<file path="config.mk">
export PLATFORM = sky130hd
export DESIGN_NAME = cnt_ud_param
export DESIGN_NICKNAME = d
export VERILOG_FILES = /design/src/rtl/cnt_ud_param.sv
export SDC_FILE = /design/constraint.sdc
export NUM_CORES = 1
export LEC_CHECK = 0
export ABC_AREA = 1
export BUFFER_PORTS_ARGS = -buffer_cell sky130_fd_sc_hd__buf_2
export CAP_MARGIN = 20
export CORE_AREA = 2 2 39 41
export CTS_BUF_LIST = sky130_fd_sc_hd__clkbuf_8
export DETAILED_ROUTE_END_ITERATION = 10
export DIE_AREA = 0 0 41 43
export PLACE_DENSITY = 0.57
export SLEW_MARGIN = 10
export SYNTH_ARGS = -nofsm -noshare
export SYNTH_HDL_FRONTEND = slang
export SYNTH_SLANG_ARGS = --single-unit
export TNS_END_PERCENT = 20
</file>
<file path="constraint.sdc">
create_clock -name clk -period 2.6 [get_ports clk]
set_input_delay 0.26 -clock clk [delete_from_list [all_inputs] [get_ports clk]]
set_output_delay 0.26 -clock clk [all_outputs]
set_load 0.01 [all_outputs]
</file>
<file path="src/rtl/cnt_ud_param.sv">
// Parametrised synchronous up/down counter with programmable modulus, parallel load,
// wrap/saturate at the range ends, a combinational terminal count and a registered ovf event.
module cnt_ud_param #(
    parameter int WIDTH    = 3,
    parameter int MODULUS  = 2**WIDTH,
    parameter bit SATURATE = 1'b0
) (
    input  logic             clk,
    input  logic             res,
    input  logic             t,
    input  logic             M,
    input  logic             ld,
    input  logic [WIDTH-1:0] ld_val,
    output logic [WIDTH-1:0] q,
    output logic [WIDTH-1:0] qb,
    output logic             tc,
    output logic             ovf
);

    localparam logic [WIDTH-1:0] MAXV = WIDTH'(MODULUS - 1);
    // One bit wider so MODULUS == 2**WIDTH is representable and the clamp never fires.
    localparam logic [WIDTH:0]   MODV = (WIDTH + 1)'(MODULUS);

    logic [WIDTH-1:0] q_q, q_d;
    logic             ovf_q, ovf_d;
    logic             at_end;

    assign at_end = M ? (q_q == '0) : (q_q == MAXV);
    assign tc     = t & at_end;

    always_comb begin
        q_d   = q_q;
        ovf_d = 1'b0;
        if (ld) begin
            q_d = ({1'b0, ld_val} >= MODV) ? MAXV : ld_val;
        end else if (t) begin
            if (at_end) begin
                ovf_d = 1'b1;
                if (!SATURATE) q_d = M ? MAXV : '0;
            end else begin
                q_d = M ? (q_q - 1'b1) : (q_q + 1'b1);
            end
        end
    end

    always_ff @(posedge clk) begin
        if (res) begin
            q_q   <= '0;
            ovf_q <= 1'b0;
        end else begin
            q_q   <= q_d;
            ovf_q <= ovf_d;
        end
    end

    assign q   = q_q;
    assign qb  = ~q_q;
    assign ovf = ovf_q;

endmodule

</file>
==> out/metrics.csv, run 1 <==
stage,metric,value,unit
status,outcome,"finished, final reports clean",
cells_and_area,"non-filler cells, final",82,
worst_setup_path,critical path's slowest cell,dfxtp_1,
power_and_ir_drop,Logic pwr share,24.4,%
timing,Worst Max-Slew Pin Slew,0.254,ns
logic_synthesis,Yosys Warn Count,0,
clock_tree,worst skew pair latency,0.22,ns
timing,skew final,0.000380,ns
power_and_ir_drop,Sw Pwr,74.5,uW
routing,DRT Pass-1 Iters,3,
timing,RSZ-0062 raised after global routing,false,
power_and_ir_drop,Peak VDD IR,0.217,mV
placed_design,DPL Wire Length,585,um
flow_run,maxcap violations,0,
grt,vias in the first global route,318,
hold_path,Hold Crit Class,in -> reg,
timing,TNS Setup,0,ns
worst_setup_path,critical path data required time,2.34,ns
cells_and_area,n_diodes,0,
timing,Rel. slew slack,82.9,%
placed_design,Placed Cells,79,
worst_setup_path,"Max FO, Critical Path",5,
power_and_ir_drop,Pwr Total,265,uW
clock_tree,clk buf depth,2,
timing,maximum clock rate,0.723,GHz
grt,pin count of the biggest net entering global routing,8,
logic_synthesis,Yosys reg bits,4,
power_and_ir_drop,PD cells,616,mW/mm2
worst_setup_path,CP Data Arrival Time,1.12,ns
grt,initial antenna violation count,0,
routing,routed length per placed instance,8.61,um
placed_design,routability congestion estimate,0.751,
logic_synthesis,Syn Std Cell Area,294,um2
power_and_ir_drop,Internal,190,uW
worst_setup_path,worst path bufs/invs,2,
clock_tree,total CTS buffers,3,
worst_setup_path,Crit path largest cell delay,0.31,ns
logic_synthesis,syn_area_per_cell,6.13,um2
die,row count,14,
grt,total gr overflow,0,
clock_tree,Root Driver,clkbuf_8,
clock_tree,Post CTS Setup Buffer Count,0,
worst_setup_path,crit path kind,reg -> out,
worst_setup_path,CP top delay family,simple AND/OR/NAND/NOR gates,
routing,vias,342,
clock_tree,"CTS clk-pin slew, worst paths",0.03,ns
die,Initial Util,21.2,%
clock_tree,Post-CTS Resized,0,
logic_synthesis,Post-Synthesis Cells,48,
logic_synthesis,register area share after synthesis,27.2,%
power_and_ir_drop,Leak,0.000253,uW
die,IO Count,16,
die,Die ar.,0.00176,mm2
clock_tree,CTS tree,built,
routing,DRC,0,
power_and_ir_drop,Flop pwr share,26.4,%
grt,total track usage,10.4,%
timing,min Tclk post-route,1.38,ns
placed_design,pre-CTS setup slack,1.27,ns
logic_synthesis,Synth Net Count,57,
placed_design,port bufs,15,
timing,max-slew violation count,0,
cells_and_area,share of cells above drive strength 1,37.9,%
timing,final hold vios,0,
power_and_ir_drop,switch share,28.1,%
die,Core ar.,0.00138,mm2
power_and_ir_drop,Clock power frac,49.2,%
clock_tree,CTS sink count,4,
grt,first-pass GRT wire length,1240,um
die,Die Width,41,um
clock_tree,H-Tree Depth,1,
clock_tree,CTS Hold Bufs,0,
worst_setup_path,startpoint types,flip-flop,
worst_setup_path,Worst setup EP type,primary output,
routing,post-route ant nets,0,
cells_and_area,Nets,77,
logic_synthesis,synth unique cells,14,
timing,setup ws final,1.22,ns
routing,Total Wirelength,706,um
timing,Final Setup Violations,0,
die,die height,43,um
routing,DR vias/cell,4.17,
timing,period utilization,53.2,%
worst_setup_path,critical path cell sequence,inv_1 > nand3_2 > nand2_1 > nand2_2 > nor2_1 > buf_2,
routing,DR iter-0 viols,10,
cells_and_area,P&R area growth vs syn,46.4,%
## synthesized netlist by cell type, drive strengths merged
cell,instances,area share (%)
dfxtp,4,27
nor4,1,4.3
nor3,2,3.4
nor2,1,1.3
nand4,1,2.1
nand3,3,6.8
fa,1,6.8
inv,10,13
o21ai,4,6.8
nand2,21,29
## layout make-up
cell class / instances / area [um2]
Fill cell: 161 / 953
Multi-Input combinational cell: 34 / 176
Sequential cell: 4 / 80.1
Timing Repair Buffer: 15 / 75.1
Clock buffer: 3 / 41.3
Inverter: 10 / 37.5
Tap cell: 16 / 20.0
## routing by layer
layer | vias up | share of wire (%) | global-route usage, %
met2 | 13 | 41 | 13.1
met3 | 2 | 8.6 | 3.14
met4 | 0 | 1.4 | 8.00
met1 | 143 | 48 | 14.1
li1 | 184 | - | -
met5 | - | 0 | 0
## flip-flops by register name, indices dropped and copies added, names as in the netlist
| name | flops |
|---|---|
| q | 3 |
| ovf | 1 |
## stage by stage
step / area [um2] / hold WS, ns / utilization (%)
floorplan: 294 / 0.330 / -
global placement: 389 / 0.465 / 28.1
detailed placement: 389 / 0.464 / 28.1
CTS: 430 / 0.239 / 31.1
global route: 430 / 0.259 / 31.1
finish: 430 / 0.240 / 31.1
## worst paths after layout
path	start	end	slack [ns]	cells past startpoint
worst max-delay path	q[1]	tc	1.22	6
worst min-delay path	res	ovf	0.24	2
worst max register to register	q[0]	q[1]	1.27	7
worst min register to register	q[1]	ovf	0.63	4
## power by group through the flow
stage | sequential (uW) | clock [uW] | combinational, uW
after floorplan | 72.6 | 0 | 39.9
after global placement | 70.6 | 0 | 64.1
after detailed placement | 70.8 | 0 | 65.3
after CTS | 70.0 | 132 | 65.8
after global routing | 70.7 | 135 | 75.8
final | 69.9 | 130 | 64.5
## logic make-up after synthesis
group	count (synthesis)	share of synthesized area, %
DFF	4	27.2
buffers and inverters	10	12.8
adders and majority gates	1	6.81
AOI/OAI and AO/OA	4	6.81
and+or+nand+nor	29	46.4
## cells in the final DEF, fill, tap and decap left out
cell / n
o21ai_0: 3
nor2_1: 1
nand3_2: 1
buf_2: 15
clkbuf_8: 3
inv_1: 7
nor3_1: 2
nand2_2: 2
inv_2: 3
fa_1: 1
dfxtp_1: 4
o21ai_1: 1
nor4_2: 1
nand4_1: 1
nand3_1: 2
nand2_1: 19
Power figures use the tool's default switching activity.
==> inputs of run 2 (changes only) <==
- ABC_AREA: 1 -> 0
- clock period: 2.6 -> 1.25 ns (I/O delays scaled with it)
==> out/metrics.csv, run 2 <==
stage,metric,value,unit,change
die,die height,43,um,unchanged
timing,skew final,0.00240,ns,+0.00202 ns
clock_tree,CTS sink count,4,,unchanged
clock_tree,"CTS clk-pin slew, worst paths",0.03,ns,about the same
routing,DR iter-0 viols,5,,-5
logic_synthesis,xor-xnor portion of the synthesized cell area,6.36,%,+6.4 points
placed_design,Placed Cells,74,,-6.3%
power_and_ir_drop,Leak,0.000248,uW,-1.9%
logic_synthesis,register area share after synthesis,29.1,%,+1.9 points
cells_and_area,n_diodes,0,,unchanged
logic_synthesis,Synth area leaders,"dfxtp_1 (29%), a21oi_1 (7.3%), fa_1 (7.3%)",,
logic_synthesis,"top cells by count, synth","inv_1 (5), a21oi_1 (4), dfxtp_1 (4), nor2_1 (4), nand4b_1 (2)",,
routing,DRT Pass-1 Iters,3,,unchanged
clock_tree,H-Tree Depth,1,,unchanged
cells_and_area,"commonest cells after routing, fill and taps aside","buf_2 (15), buf_4 (11), inv_1 (4), nor2_1 (4), a21oi_1 (4)",,
worst_setup_path,Worst setup EP type,primary output,,
worst_setup_path,critical path cell sequence,buf_4 > and4b_2 > a41oi_2 > nor2_1 > buf_2,,
routing,DRC,0,,unchanged
logic_synthesis,Yosys Warn Count,0,,unchanged
power_and_ir_drop,PD cells,1100,mW/mm2,+79%
clock_tree,worst skew pair latency,0.22,ns,about the same
clock_tree,Root Driver,clkbuf_8,,
cells_and_area,"leading cell type in the layout, fill and taps excluded",buf_2,,
cells_and_area,"non-filler cells, final",80,,-2.4%
hold_path,Hold Crit Class,in -> reg,,
clock_tree,CTS Hold Bufs,0,,unchanged
logic_synthesis,Synth Net Count,44,,-23%
status,outcome,finished with violations,,
worst_setup_path,crit path kind,reg -> out,,
timing,setup ws final,-0.205,ns,-1.42 ns
die,Core ar.,0.00138,mm2,unchanged
logic_synthesis,cell taking the most area after synthesis,dfxtp_1,,
logic_synthesis,area share of the largest cell type after synthesis,29.1,%,+1.9 points
timing,period utilization,116,%,
timing,Final Setup Violations,4,,+4
grt,total gr overflow,0,,unchanged
routing,Total Wirelength,876,um,+24%
worst_setup_path,reg2reg setup slack,-0.19,ns,-1.46 ns
clock_tree,CTS tree,built,,
die,Die Width,41,um,unchanged
grt,pin count of the biggest net entering global routing,9,,+1
cells_and_area,share of cells above drive strength 1,62.5,%,+25 points
status,failing checks,setup timing,,
worst_setup_path,CP top delay family,flip-flops,,
worst_setup_path,critical path's slowest cell,dfxtp_4,,
flow_run,maxcap violations,0,,unchanged
logic_synthesis,Synth Area in Simple Gates,26.4,%,-20 points
routing,routed length per placed instance,11.0,um,+27%
logic_synthesis,Adder-Cell Fraction of Synth Area,7.27,%,+0.46 points
timing,maximum clock rate,0.687,GHz,
timing,max-slew violation count,0,,unchanged
logic_synthesis,asr flop ratio synth,0,%,unchanged
placed_design,port bufs,15,,unchanged
logic_synthesis,Post-Synthesis Cells,35,,-27%
logic_synthesis,Syn Std Cell Area,275,um2,-6.4%
grt,vias in the first global route,375,,+18%
cells_and_area,max FFs per register,3,,unchanged
die,row count,14,,unchanged
worst_setup_path,critical path data required time,1.12,ns,-1.22 ns
clock_tree,clk buf depth,2,,unchanged
logic_synthesis,Synth Flop Type,dfxtp_1,,
grt,first-pass GRT wire length,1490,um,+21%
cells_and_area,Util after Layout,39.0,%,+7.9 points
die,Die ar.,0.00176,mm2,unchanged
timing,RSZ-0062 raised after global routing,true,,
logic_synthesis,Yosys reg bits,4,,unchanged
timing,Worst Max-Slew Pin Slew,0.193,ns,-0.0613 ns
cells_and_area,Nets,75,,-2.6%
logic_synthesis,synth unique cells,21,,+7
logic_synthesis,area fraction in compound gates after synthesis,21.4,%,+15 points
clock_tree,total CTS buffers,3,,unchanged
worst_setup_path,startpoint types,flip-flop,,
routing,vias,360,,+5.3%
logic_synthesis,number of flops mapped to enable cells by yosys,0,,unchanged
die,IO Count,16,,unchanged
worst_setup_path,worst path bufs/invs,2,,unchanged
timing,Rel. slew slack,87.0,%,+4.1 points
worst_setup_path,Crit path largest cell delay,0.34,ns,+0.03 ns
grt,initial antenna violation count,0,,unchanged
die,Initial Util,19.9,%,-1.4 points
timing,min Tclk post-route,1.45,ns,
routing,DR vias/cell,4.50,,+7.9%
placed_design,routability congestion estimate,0.794,,+5.6%
logic_synthesis,mux contribution to synthesized area,0,%,unchanged
logic_synthesis,syn_area_per_cell,7.86,um2,+28%
cells_and_area,P&R area growth vs syn,95.9,%,
logic_synthesis,largest family of logic cells by synthesized area,simple AND/OR/NAND/NOR gates,,
power_and_ir_drop,Peak VDD IR,0.796,mV,+270%
worst_setup_path,"Max FO, Critical Path",4,,-1
logic_synthesis,most common cell in the netlist,inv_1,,
placed_design,DPL Wire Length,660,um,+13%
timing,final hold vios,0,,unchanged
grt,total track usage,13.0,%,+2.5 points
worst_setup_path,CP Data Arrival Time,1.33,ns,+0.21 ns
routing,post-route ant nets,0,,unchanged
[run 2: final timing paths]
path | to | from | cells past startpoint
setup / recovery | tc | q[1] | 5
hold / removal | q[0] | ld_val[0] | 3
setup reg to reg | q[2] | q[1] | 5
hold reg to reg | q[1] | q[2] | 3
[run 2: metrics by stage]
stage          setup WS [ns]  total power (uW)  TNS, ns  hold WS [ns]  area (um2)
4_1_cts               -0.197               592   -0.542         0.135         524
3_3_place_gp          -0.190               298   -0.368         0.348         447
5_1_grt               -0.261               631   -0.801         0.153         539
6_report              -0.205               593   -0.545         0.136         539
3_5_place_dp          -0.187               298   -0.344         0.354         447
2_1_floorplan         -0.213               224   -0.337         0.188         288
[run 2: power breakdown]
group	switching, uW	internal [uW]
combinational	85.5	91.5
sequential	8.59	137
clock	65.1	205
total	159	434
[run 2: logic make-up (layout without fill, tap and decap cells)]
kind of cell	after synthesis	count (layout)
fa+ha+maj	1	1
buf+inv	7	36
flops	4	4
simple gates	12	12
xor+xnor	2	2
compound gates	9	9
[run 2: final cells by class]
type,instances,area [um2]
multi-input combinational,24,196
inverter,6,25.0
timing repair buffer,27,169
tap,16,20.0
fill,134,845
sequential,4,87.6
clock buffer,3,41.3
[run 2: routing by layer]
metal  share of wire (%)  GRT usage, %  wire, um  vias up
met3                 7.0          8.38        61        0
met5                   0             0         0        -
met2                  51          20.6       451        9
li1                    -             -         -      184
met1                  41          13.3       363      167
met4                   0          4.00         0        0
[run 2: worst reg2reg max path: stages (launching register included)]
cell and delay [ns]:
dfxtp_4 0.35, inv_4 0.04, fa_2 0.35, or4_1 0.41, nand4b_1 0.11, o22ai_1 0.07
[run 2: timing repair]
action                     CTS  global route
gates resized for setup      2             3
setup endpoints to repair    3             4
pin swaps                    1             4
setup buffers                3             0
==> inputs of run 3 (changes only) <==
- CELL_PAD_IN_SITES_DETAIL_PLACEMENT: not set -> 0
- CELL_PAD_IN_SITES_GLOBAL_PLACEMENT: not set -> 1
- PLACE_DENSITY: 0.57 -> 0.73
- SETUP_SLACK_MARGIN: not set -> 0.2
==> out/metrics.csv, run 3 (same netlist as run 2, synthesis figures left out) <==
stage,metric,value,unit,change
status,outcome,finished with violations,,
status,failing checks,setup timing,,
worst_setup_path,critical path data required time,1.34,ns,+0.22 ns
cells_and_area,"non-filler cells, final",77,,-3.8%
power_and_ir_drop,Internal,427,uW,-1.6%
cells_and_area,"leading cell type in the layout, fill and taps excluded",buf_2,,
worst_setup_path,Worst setup EP type,flip-flop,,
routing,vias,355,,-1.4%
worst_setup_path,CP top delay family,simple AND/OR/NAND/NOR gates,,
worst_setup_path,"Max FO, Critical Path",3,,-1
worst_setup_path,startpoint types,flip-flop,,
placed_design,placed instance area,447,um2,unchanged
grt,total track usage,11.5,%,-1.5 points
worst_setup_path,crit path capture,q[2],,
power_and_ir_drop,Sw Pwr,150,uW,-5.8%
timing,RSZ-0062 raised after global routing,true,,
die,row count,14,,unchanged
power_and_ir_drop,Clock power frac,45.6,%,about the same
timing,setup ws final,-0.200,ns,+0.00428 ns
grt,vias in the first global route,337,,-10%
timing,skew final,0.000700,ns,-0.00170 ns
timing,Worst Max-Slew Pin Slew,0.212,ns,+0.0189 ns
grt,initial antenna violation count,0,,unchanged
timing,maximum clock rate,0.689,GHz,+0.30%
grt,first-pass GRT wire length,1350,um,-9.7%
worst_setup_path,CP Data Arrival Time,1.54,ns,+0.21 ns
die,Die Width,41,um,unchanged
worst_setup_path,crit path kind,reg -> reg,,
power_and_ir_drop,Peak VDD IR,0.579,mV,-27%
cells_and_area,share of cells above drive strength 1,62.3,%,-0.20 points
hold_path,hold_sp,ld_val[0],,
timing,period utilization,116,%,-0.34 points
worst_setup_path,worst path bufs/invs,1,,-1
cells_and_area,design area,519,um2,-3.7%
clock_tree,CTS tree,built,,
timing,Final Setup Violations,3,,-1
clock_tree,CTS sink count,4,,unchanged
worst_setup_path,R2R depth,5,,unchanged
flow_run,maxcap violations,0,,unchanged
cells_and_area,Nets,72,,-4.0%
die,Die ar.,0.00176,mm2,unchanged
routing,routed length per placed instance,11.1,um,+1.4%
placed_design,routability congestion estimate,0.813,,+2.4%
routing,post-route ant nets,0,,unchanged
grt,total gr overflow,0,,unchanged
placed_design,Placed Cells,74,,unchanged
die,die height,43,um,unchanged
die,IO Count,16,,unchanged
routing,DRT Pass-1 Iters,4,,+1
cells_and_area,"commonest cells after routing, fill and taps aside","buf_2 (15), buf_4 (8), inv_1 (4), nor2_1 (4), a21oi_1 (4)",,
timing,Final Hold Slack,0.144,ns,+0.00808 ns
clock_tree,worst skew pair latency,0.21,ns,about the same
routing,DRC,0,,unchanged
power_and_ir_drop,switch share,26.0,%,-0.86 points
placed_design,DPL Wire Length,690,um,+4.5%
cells_and_area,max FFs per register,3,,unchanged
clock_tree,total CTS buffers,3,,unchanged
placed_design,port bufs,15,,unchanged
timing,min Tclk post-route,1.45,ns,-0.00428 ns
clock_tree,Root Driver,clkbuf_8,,
die,Initial Util,19.9,%,unchanged
clock_tree,"CTS clk-pin slew, worst paths",0.03,ns,about the same
worst_setup_path,worst r2r src,q[0],,
cells_and_area,P&R area growth vs syn,88.6,%,
routing,Total Wirelength,855,um,-2.4%
timing,final hold vios,0,,unchanged
routing,DR iter-0 viols,6,,+1
clock_tree,clk buf depth,2,,unchanged
worst_setup_path,critical path's slowest cell,or4_4,,
worst_setup_path,Crit path depth,5,,unchanged
clock_tree,H-Tree Depth,1,,unchanged
hold_path,Hold Crit Class,in -> reg,,
worst_setup_path,r2r endpoint,q[2],,
worst_setup_path,critical path cell sequence,inv_2 > fa_2 > or4_4 > nand4b_1 > o22ai_1,,
power_and_ir_drop,PD cells,1110,mW/mm2,+1.0%
clock_tree,Post CTS Setup Buffer Count,0,,-3
die,Core ar.,0.00138,mm2,unchanged
cells_and_area,n_diodes,0,,unchanged
power_and_ir_drop,Logic pwr share,29.1,%,-0.7 points
timing,Rel. slew slack,85.8,%,-1.3 points
worst_setup_path,Crit path largest cell delay,0.41,ns,+0.07 ns
power_and_ir_drop,Flop pwr share,25.3,%,+0.7 points
power_and_ir_drop,Leak,0.000237,uW,-4.4%
routing,DR vias/cell,4.61,,+2.5%
timing,max-slew violation count,0,,unchanged
grt,pin count of the biggest net entering global routing,9,,unchanged
worst_setup_path,reg2reg setup slack,-0.20,ns,about the same
worst_setup_path,CP startpoint,q[0],,
[run 3: worst min path at each step]
stage / endpoint / slack [ns] / depth (start not counted)
floorplan: q[0] / 0.19 / 1
global placement: q[0] / 0.35 / 3
detailed placement: q[0] / 0.36 / 2
CTS: q[0] / 0.14 / 2
global route: q[1] / 0.15 / 2
finish: q[0] / 0.14 / 3
[run 3: layout make-up]
cell class | count | area [um2]
fillers | 146 | 865
multi-input cells | 24 | 199
repair buffers | 24 | 146
flip-flops and latches | 4 | 87.6
clock buffers | 3 | 41.3
inverters | 6 | 25.0
well taps | 16 | 20.0
[run 3: metrics by stage]
step | total power, uW | setup WS [ns] | util (%) | TNS [ns]
finish | 577 | -0.200 | 37.5 | -0.513
global route | 612 | -0.271 | 37.5 | -0.691
CTS | 577 | -0.217 | 36.3 | -0.553
detailed placement | 299 | -0.205 | 32.3 | -0.384
global placement | 298 | -0.207 | 32.3 | -0.389
floorplan | 224 | -0.213 | - | -0.337
[run 3: power groups by stage]
stage | sequential, uW | clock (uW) | combinational, uW
finish | 146 | 263 | 168
global route | 147 | 282 | 183
CTS | 146 | 272 | 159
detailed placement | 147 | 0 | 152
global placement | 147 | 0 | 151
floorplan | 155 | 0 | 69.5
[run 3: worst reg2reg max path: cells and delay by family (launching register included)]
family	cells	cell delay, ns
compound gates	1	0.07
fa+ha+maj	1	0.36
buf+inv	1	0.04
flops	1	0.33
simple gates	2	0.52
[run 3: timing repair]
action / 4_1_cts / 5_1_grt
setup endpoints to repair: 4 / 4
hold buffers: 0 / 0
resized for setup: 2 / 4
pin swaps: 0 / 5
endpoints found under the hold margin: 0 / 0
[run 3: per-layer routing]
layer  up-vias  share of wire [%]  GRT usage [%]
li1        180                  -              -
met1       166                 42           13.3
met2         9                 53           17.2
met3         0                5.8           5.76
met4         0                  0           4.67
met5         -                  0              0
